$ cat src/rtl/imem_program_loader.sv
// Purpose: gathers UART bytes into 32-bit big-endian instructions and writes each one to the next
//          instruction-memory word. The CPU is stalled until the load finishes; the address port then goes to the PC.
// Latency: a write strobe one edge after the 4th byte, and load_done one edge after the final write.
// Backpressure: none. Bytes are accepted whenever they arrive in RECV or WRITE and are dropped in IDLE and DONE.
//
// Ports:
//   i_clk, i_reset        clock and synchronous active-high reset
//   i_start               load request pulse; acted on only when no load is in progress
//   i_rx_data/i_rx_valid  received byte and its one-cycle strobe
//   i_pc_addr             PC word address; drives the memory address once loading is done
//   o_imem_addr/_wr_en/_wr_data   instruction-memory port
//   o_cpu_hold            stalls the CPU while a load is pending or running
//   o_load_done           loading has finished
//   o_word_count          words written by the current or last load
module imem_program_loader #(
    parameter int                    MEM_SIZE    = 5,
    parameter int                    ADDR_LENGTH = 32,
    parameter int                    DATA_LENGTH = 32,
    parameter logic [DATA_LENGTH-1:0] HALT_WORD  = 32'hFFFFFFFF
) (
    input  logic                   i_clk,
    input  logic                   i_reset,
    input  logic                   i_start,
    input  logic [7:0]             i_rx_data,
    input  logic                   i_rx_valid,
    input  logic [ADDR_LENGTH-1:0] i_pc_addr,
    output logic [ADDR_LENGTH-1:0] o_imem_addr,
    output logic                   o_imem_wr_en,
    output logic [DATA_LENGTH-1:0] o_imem_wr_data,
    output logic                   o_cpu_hold,
    output logic                   o_load_done,
    output logic [ADDR_LENGTH-1:0] o_word_count
);

    typedef enum logic [1:0] {
        IDLE  = 2'd0,
        RECV  = 2'd1,
        WRITE = 2'd2,
        DONE  = 2'd3
    } state_t;

    localparam logic [ADDR_LENGTH-1:0] MEM_SIZE_W = ADDR_LENGTH'(MEM_SIZE);

    state_t                 state, state_nxt;
    logic [1:0]             byte_cnt, byte_cnt_nxt;
    logic [ADDR_LENGTH-1:0] word_cnt, word_cnt_nxt;
    logic [DATA_LENGTH-1:0] shift_reg, shift_nxt;
    logic                   wr_en_nxt;
    logic [DATA_LENGTH-1:0] wr_data_nxt;
    logic                   hold_nxt;
    logic                   done_nxt;
    logic                   start_ok;
    logic                   capture;

    // A start is honoured only when no load is in progress.
    assign start_ok = i_start && (state == IDLE || state == DONE);
    // Bytes are taken in RECV and in WRITE; a WRITE-cycle byte becomes byte 0 of the next word.
    assign capture  = i_rx_valid && (state == RECV || state == WRITE);

    // State register
    always_ff @(posedge i_clk) begin
        if (i_reset) begin
            state <= IDLE;
        end else begin
            state <= state_nxt;
        end
    end

    // Next-state logic
    always_comb begin
        state_nxt = state;
        case (state)
            IDLE:  if (i_start) state_nxt = RECV;
            RECV:  if (i_rx_valid && byte_cnt == 2'd3) state_nxt = WRITE;
            // o_imem_wr_data holds the word being written in this cycle.
            WRITE: if (o_imem_wr_data == HALT_WORD || (word_cnt + ADDR_LENGTH'(1)) == MEM_SIZE_W)
                       state_nxt = DONE;
                   else
                       state_nxt = RECV;
            DONE:  if (i_start) state_nxt = RECV;
            default: state_nxt = IDLE;
        endcase
    end

    // Output logic: next values of the registered outputs and the datapath
    always_comb begin
        byte_cnt_nxt = byte_cnt;
        word_cnt_nxt = word_cnt;
        shift_nxt    = shift_reg;
        wr_en_nxt    = 1'b0;
        wr_data_nxt  = o_imem_wr_data;

        if (start_ok) begin
            byte_cnt_nxt = 2'd0;
            word_cnt_nxt = '0;
            shift_nxt    = '0;
        end

        if (capture) begin
            // Shifting in at the LSB leaves the first byte in [31:24].
            shift_nxt    = {shift_reg[DATA_LENGTH-9:0], i_rx_data};
            byte_cnt_nxt = byte_cnt + 2'd1;
        end

        if (state == RECV && capture && byte_cnt == 2'd3) begin
            wr_en_nxt   = 1'b1;
            wr_data_nxt = shift_nxt;
        end

        if (state == WRITE) begin
            word_cnt_nxt = word_cnt + ADDR_LENGTH'(1);
        end

        hold_nxt = (state_nxt != DONE);
        done_nxt = (state_nxt == DONE);
    end

    always_ff @(posedge i_clk) begin
        if (i_reset) begin
            byte_cnt       <= 2'd0;
            word_cnt       <= '0;
            shift_reg      <= '0;
            o_imem_wr_en   <= 1'b0;
            o_imem_wr_data <= '0;
            o_cpu_hold     <= 1'b1;
            o_load_done    <= 1'b0;
        end else begin
            byte_cnt       <= byte_cnt_nxt;
            word_cnt       <= word_cnt_nxt;
            shift_reg      <= shift_nxt;
            o_imem_wr_en   <= wr_en_nxt;
            o_imem_wr_data <= wr_data_nxt;
            o_cpu_hold     <= hold_nxt;
            o_load_done    <= done_nxt;
        end
    end

    assign o_word_count = word_cnt;

    // The PC owns the memory port only after loading has finished.
    assign o_imem_addr = (state == DONE) ? i_pc_addr : word_cnt;

endmodule

$ cat config.mk
export PLATFORM = sky130hd
export DESIGN_NAME = imem_program_loader
export DESIGN_NICKNAME = d
export VERILOG_FILES = /design/src/rtl/imem_program_loader.sv
export SDC_FILE = /design/constraint.sdc
export NUM_CORES = 1
export LEC_CHECK = 0
export ABC_CLOCK_PERIOD_IN_PS = 3300
export BUFFER_PORTS_ARGS = -buffer_cell sky130_fd_sc_hd__buf_2
export CELL_PAD_IN_SITES_DETAIL_PLACEMENT = 1
export CELL_PAD_IN_SITES_GLOBAL_PLACEMENT = 1
export CORE_MARGIN = 5
export CORE_UTILIZATION = 39
export CTS_BUF_LIST = sky130_fd_sc_hd__clkbuf_8
export CTS_CLUSTER_SIZE = 16
export DETAILED_ROUTE_END_ITERATION = 8
export PLACE_DENSITY_LB_ADDON = 0.1
export SETUP_SLACK_MARGIN = 0.1
export SYNTH_ARGS = -nofsm -noshare
export SYNTH_HDL_FRONTEND = slang
export SYNTH_SLANG_ARGS = --single-unit
$ cat constraint.sdc
create_clock -name i_clk -period 3.3 [get_ports i_clk]
set_input_delay 0.66 -clock i_clk [delete_from_list [all_inputs] [get_ports i_clk]]
set_output_delay 0.66 -clock i_clk [all_outputs]
set_load 0.01 [all_outputs]
# == Word-level counts from Yosys, hierarchy flattened ==
# Cells that the tools add are included.
# totals
regBits,103
input_bits,44
out_inout_bits,99
elab_cells,42
# classes
addsub,2
n_eq_ne,8
n_mux,12
n_reduce_logical,12
# ops
operator,n
$mux W32,5
$add A32 B1 Y32 const B,1
$eq A32 B3 Y1 const B,1
$eq A32 B32 Y1 const B,1
$mux W2,5
$eq A2 B2 Y1 const B,4
$pmux W2 S3,1
$logic_and A1 B1 Y1,5
$reduce_bool A2 Y1,2
$logic_or A1 B1 Y1,3
$add A2 B1 Y2 const B,1
$eq A2 B1 Y1 const B,1
$logic_not A2 Y1,1
$ne A2 B2 Y1 const B,1
$reduce_or A2 Y1,1
$mux W1,1

# == Logic depth before layout (Yosys ltp) ==
# logic_depth
word_depth,6
mapped_depth,9
ltp_nobuf,9

# == Worst setup path before layout ==
# OpenSTA, ideal clock, no wires.
# synth_path
path_type,register to register
start,register word_cnt[1] (netlist: o_word_count[1])
end,register o_cpu_hold
setup_ns,0.115
arrival_time_ns,2.325
t_required_ns,3.185
path_slack_ns,0.860
path_stages_with_launch,9
n_path_buf,0
synth_period_minus_slack_ns,2.440
cell_sequence,dfxtp_1 -> ha_1 -> nand3_1 -> nor4_1 -> xnor2_1 -> nand4_1 -> a2111oi_2 -> nand3_1 -> o21a_1
# synth_via
elab_chain_cells,6
# synth_lines
element,line,rtl
start: declaration,46,"logic [ADDR_LENGTH-1:0] word_cnt, word_cnt_nxt;"
start signal: assignment,129,word_cnt <= word_cnt_nxt;
$add A32 B1 Y32,76,WRITE: if (o_imem_wr_data == HALT_WORD || (word_cnt + ADDR_LENGTH'(1)) == MEM_SIZE_W)
$eq A32 B3 Y1,76,
$logic_or A1 B1 Y1,76,
$mux W2,76,
$pmux W2 S3,72,case (state)
$ne A2 B2 Y1,114,hold_nxt = (state_nxt != DONE);
end signal: assignment,133,o_cpu_hold <= hold_nxt;
end: declaration,30,"output logic o_cpu_hold,"
# No other way between the ends.
# A chain may end at the register's enable or synchronous reset.

# == Final worst setup path ==
# layout_path
start,register word_cnt[7] (netlist: o_word_count[7])
end,register o_cpu_hold
# Same word-level chain as after synthesis.

==> flow_summary.json <==
{
  "status": "finished, final reports clean",
  "startpoint": "o_word_count[7]",
  "critical_path.max_stage_delay_ns": 0.83,
  "hold_buffers": 0,
  "cp-end-kind": "flop",
  "crit_type": "reg -> reg",
  "cts.sinks": 95,
  "hold_path.class": "reg -> reg",
  "tns_ns": 0,
  "clkTransAtPathRegs_ns": 0.09,
  "viasPerCell": 5.585,
  "synthArstFlopShare_pct": 0,
  "antenna_left": 0,
  "finalWirelength_um": 16570,
  "syn_inst": 634,
  "drive_gt1_share_pct": 28.42,
  "period_share_pct": 90.00,
  "vdd_drop_max_mv": 0.2485,
  "hold_violations": 0,
  "wl_per_cell_um": 18.18,
  "required_ns": 3.58,
  "area_delta_synth_final_pct": 17.90,
  "synth_ff_type": "dfxtp_1",
  "drtIter0Drc": 232,
  "cp_top_family": "simple AND/OR/NAND/NOR gates",
  "cp_max_fo": 11,
  "drc_errors": 0,
  "syn-cell-area_um2": 5074,
  "synth_warnings": 0,
  "root_buffer": "clkbuf_8",
  "cts_tree": "built",
  "synth_nets": 685,
  "ys_seq_elements": 95,
  "cts_made_buffers": 9,
  "finalWorstSetupSlack_ns": 0.3301,
  "crit_arrival_ns": 3.25,
  "grt_max_degree": 50,
  "worst-path-buf-inv": 0,
  "num_rows": 41,
  "critPathLaunchType": "flop",
  "timing.final.crit_period_ns": 2.970,
  "final_cell_mix": "buf_2, dfxtp_1, nand2_1",
  "cts_buffer_depth": 2,
  "grt_first_pass_wirelength_um": 26390,
  "cpMaxStageDelayCell": "nor4_1",
  "dp_worst_setup_slack_ns": 0.3656,
  "htreeDepth": 3,
  "grt-ovfl-total": 0,
  "drt-pass1-iter-count": 4,
  "relSlewSlack_pct": 34.65,
  "grt_pass1_vias": 5122,
  "clock_skew_ns": 0.007356,
  "track_usage_pct": 21.57,
  "nNetsFinal": 786,
  "dieWidth_um": 124.1,
  "power.density_nw_per_um2": 354.0,
  "port_buffers": 142,
  "drv_slew": 0,
  "max_cap_viol_count": 0,
  "p_leak_uw": 0.002476,
  "dieArea_um2": 15390,
  "route.vias.total": 5088,
  "clock_latency_ns": 0.38,
  "core-area_um2": 12670,
  "diodes": 0,
  "crit_chain": "nand4_2, nor4_1, nand2_1, xnor2_1, a2111oi_2, nand3_1, o21a_1",
  "hp-start": "shift_reg[18]",
  "yosysSeqAreaShare_pct": 37.48,
  "fmax_ghz": 0.3367,
  "rsz0062_at_grt": "false",
  "final_common_cell": "buf_2",
  "initial_utilization_pct": 40.04,
  "setup_viol": 0,
  "antenna_found_initial": 1,
  "rr_startpoint": "o_word_count[7]",
  "fp.dieH_um": 124.1,
  "place.gp.congestion": 0.8860,
  "dp_hpwl_um": 11870,
  "synth.distinct_cells": 57,
  "io_pins": 143,
  "synth_area_per_cell_um2": 8.003,
  "worst_pin_slew_ns": 0.9802,
  "synth_edf_count": 0
}
## Yosys cell counts (all sizes together), types with 5 or more instances
| cell | count | area share (%) |
|---|---|---|
| dfxtp | 95 | 37 |
| o21ai | 29 | 2.9 |
| nor4 | 11 | 1.7 |
| inv | 11 | 0.81 |
| nand3 | 15 | 1.7 |
| buf | 22 | 3.4 |
| xnor2 | 11 | 1.9 |
| and3 | 6 | 0.74 |
| ha | 7 | 1.7 |
| clkbuf | 42 | 3.2 |
| a22oi | 29 | 4.3 |
| a211oi | 7 | 1.0 |
| mux2 | 28 | 6.2 |
| a311oi | 7 | 1.2 |
| nor3 | 8 | 0.89 |
| a21oi | 64 | 6.3 |
| nor2 | 66 | 4.9 |
| a31oi | 6 | 0.74 |
| nand2 | 93 | 6.9 |
| nand4 | 23 | 3.2 |
| a41oi | 5 | 0.86 |
## layer usage
metal  up-vias  share of wire [%]  global-route usage [%]
li1       2469                  -                       -
met1      2502                 42                   25.33
met2        94                 52                   39.66
met3        21                3.5                   2.906
met4         2                1.6                   8.145
met5         -              0.066                       0
## logic make-up after synthesis
family,share of synthesized area (%)
simple gates,23.95
compound gates,19.80
flops,37.48
buf+inv,7.448
mux,7.004
xor+xnor,2.589
fa+ha+maj,1.726
## worst paths after layout
kind | slack [ns] | cells after the start | end
max reg2reg | 0.33 | 7 | o_cpu_hold
min | 0.46 | 2 | o_imem_wr_data[26]
min reg2reg | 0.46 | 2 | o_imem_wr_data[26]
max | 0.33 | 7 | o_cpu_hold
## power by group
group	internal (uW)	total, uW	switching, uW	leakage (uW)
logic	45.3	127	81.6	0.00160
clock network	417	833	416	0.000113
registers	1150	1160	6.57	0.000766
total	1610	2120	504	0.00248
## per-stage QoR
| stage | hold slack, ns | power, uW | cell area (um2) | cells | utilization [%] |
|---|---|---|---|---|---|
| 2_1_floorplan | 0.4316 | 1253 | 5074 | 634 | - |
| 3_3_place_gp | 0.4510 | 1307 | 5772 | 896 | 45.55 |
| 3_5_place_dp | 0.4483 | 1312 | 5772 | 896 | 45.55 |
| 4_1_cts | 0.4629 | 2139 | 5976 | 911 | 47.16 |
| 5_1_grt | 0.4839 | 2194 | 5982 | 911 | 47.21 |
| 6_report | 0.4580 | 2117 | 5982 | 911 | 47.21 |
## what timing repair did
action                     in CTS  in global routing
setup buffers                   0                  0
setup endpoints to repair       0                  2
gates resized for setup         0                  1
## tightest hold or removal path, stage by stage, from the launching register on
cell and delay [ns]:
dfxtp_1 0.32, nand2_1 0.05, a21oi_1 0.05
## final cells by class
cell class	instances	area, um2
fillers	1577	6689
multi-input cells	464	2806
flip-flops and latches	95	1902
repair buffers	154	813.3
well taps	172	215.2
clock buffers	9	123.9
clock inverters	6	80.08
inverters	11	41.29
(Power assumes the default switching activity.)
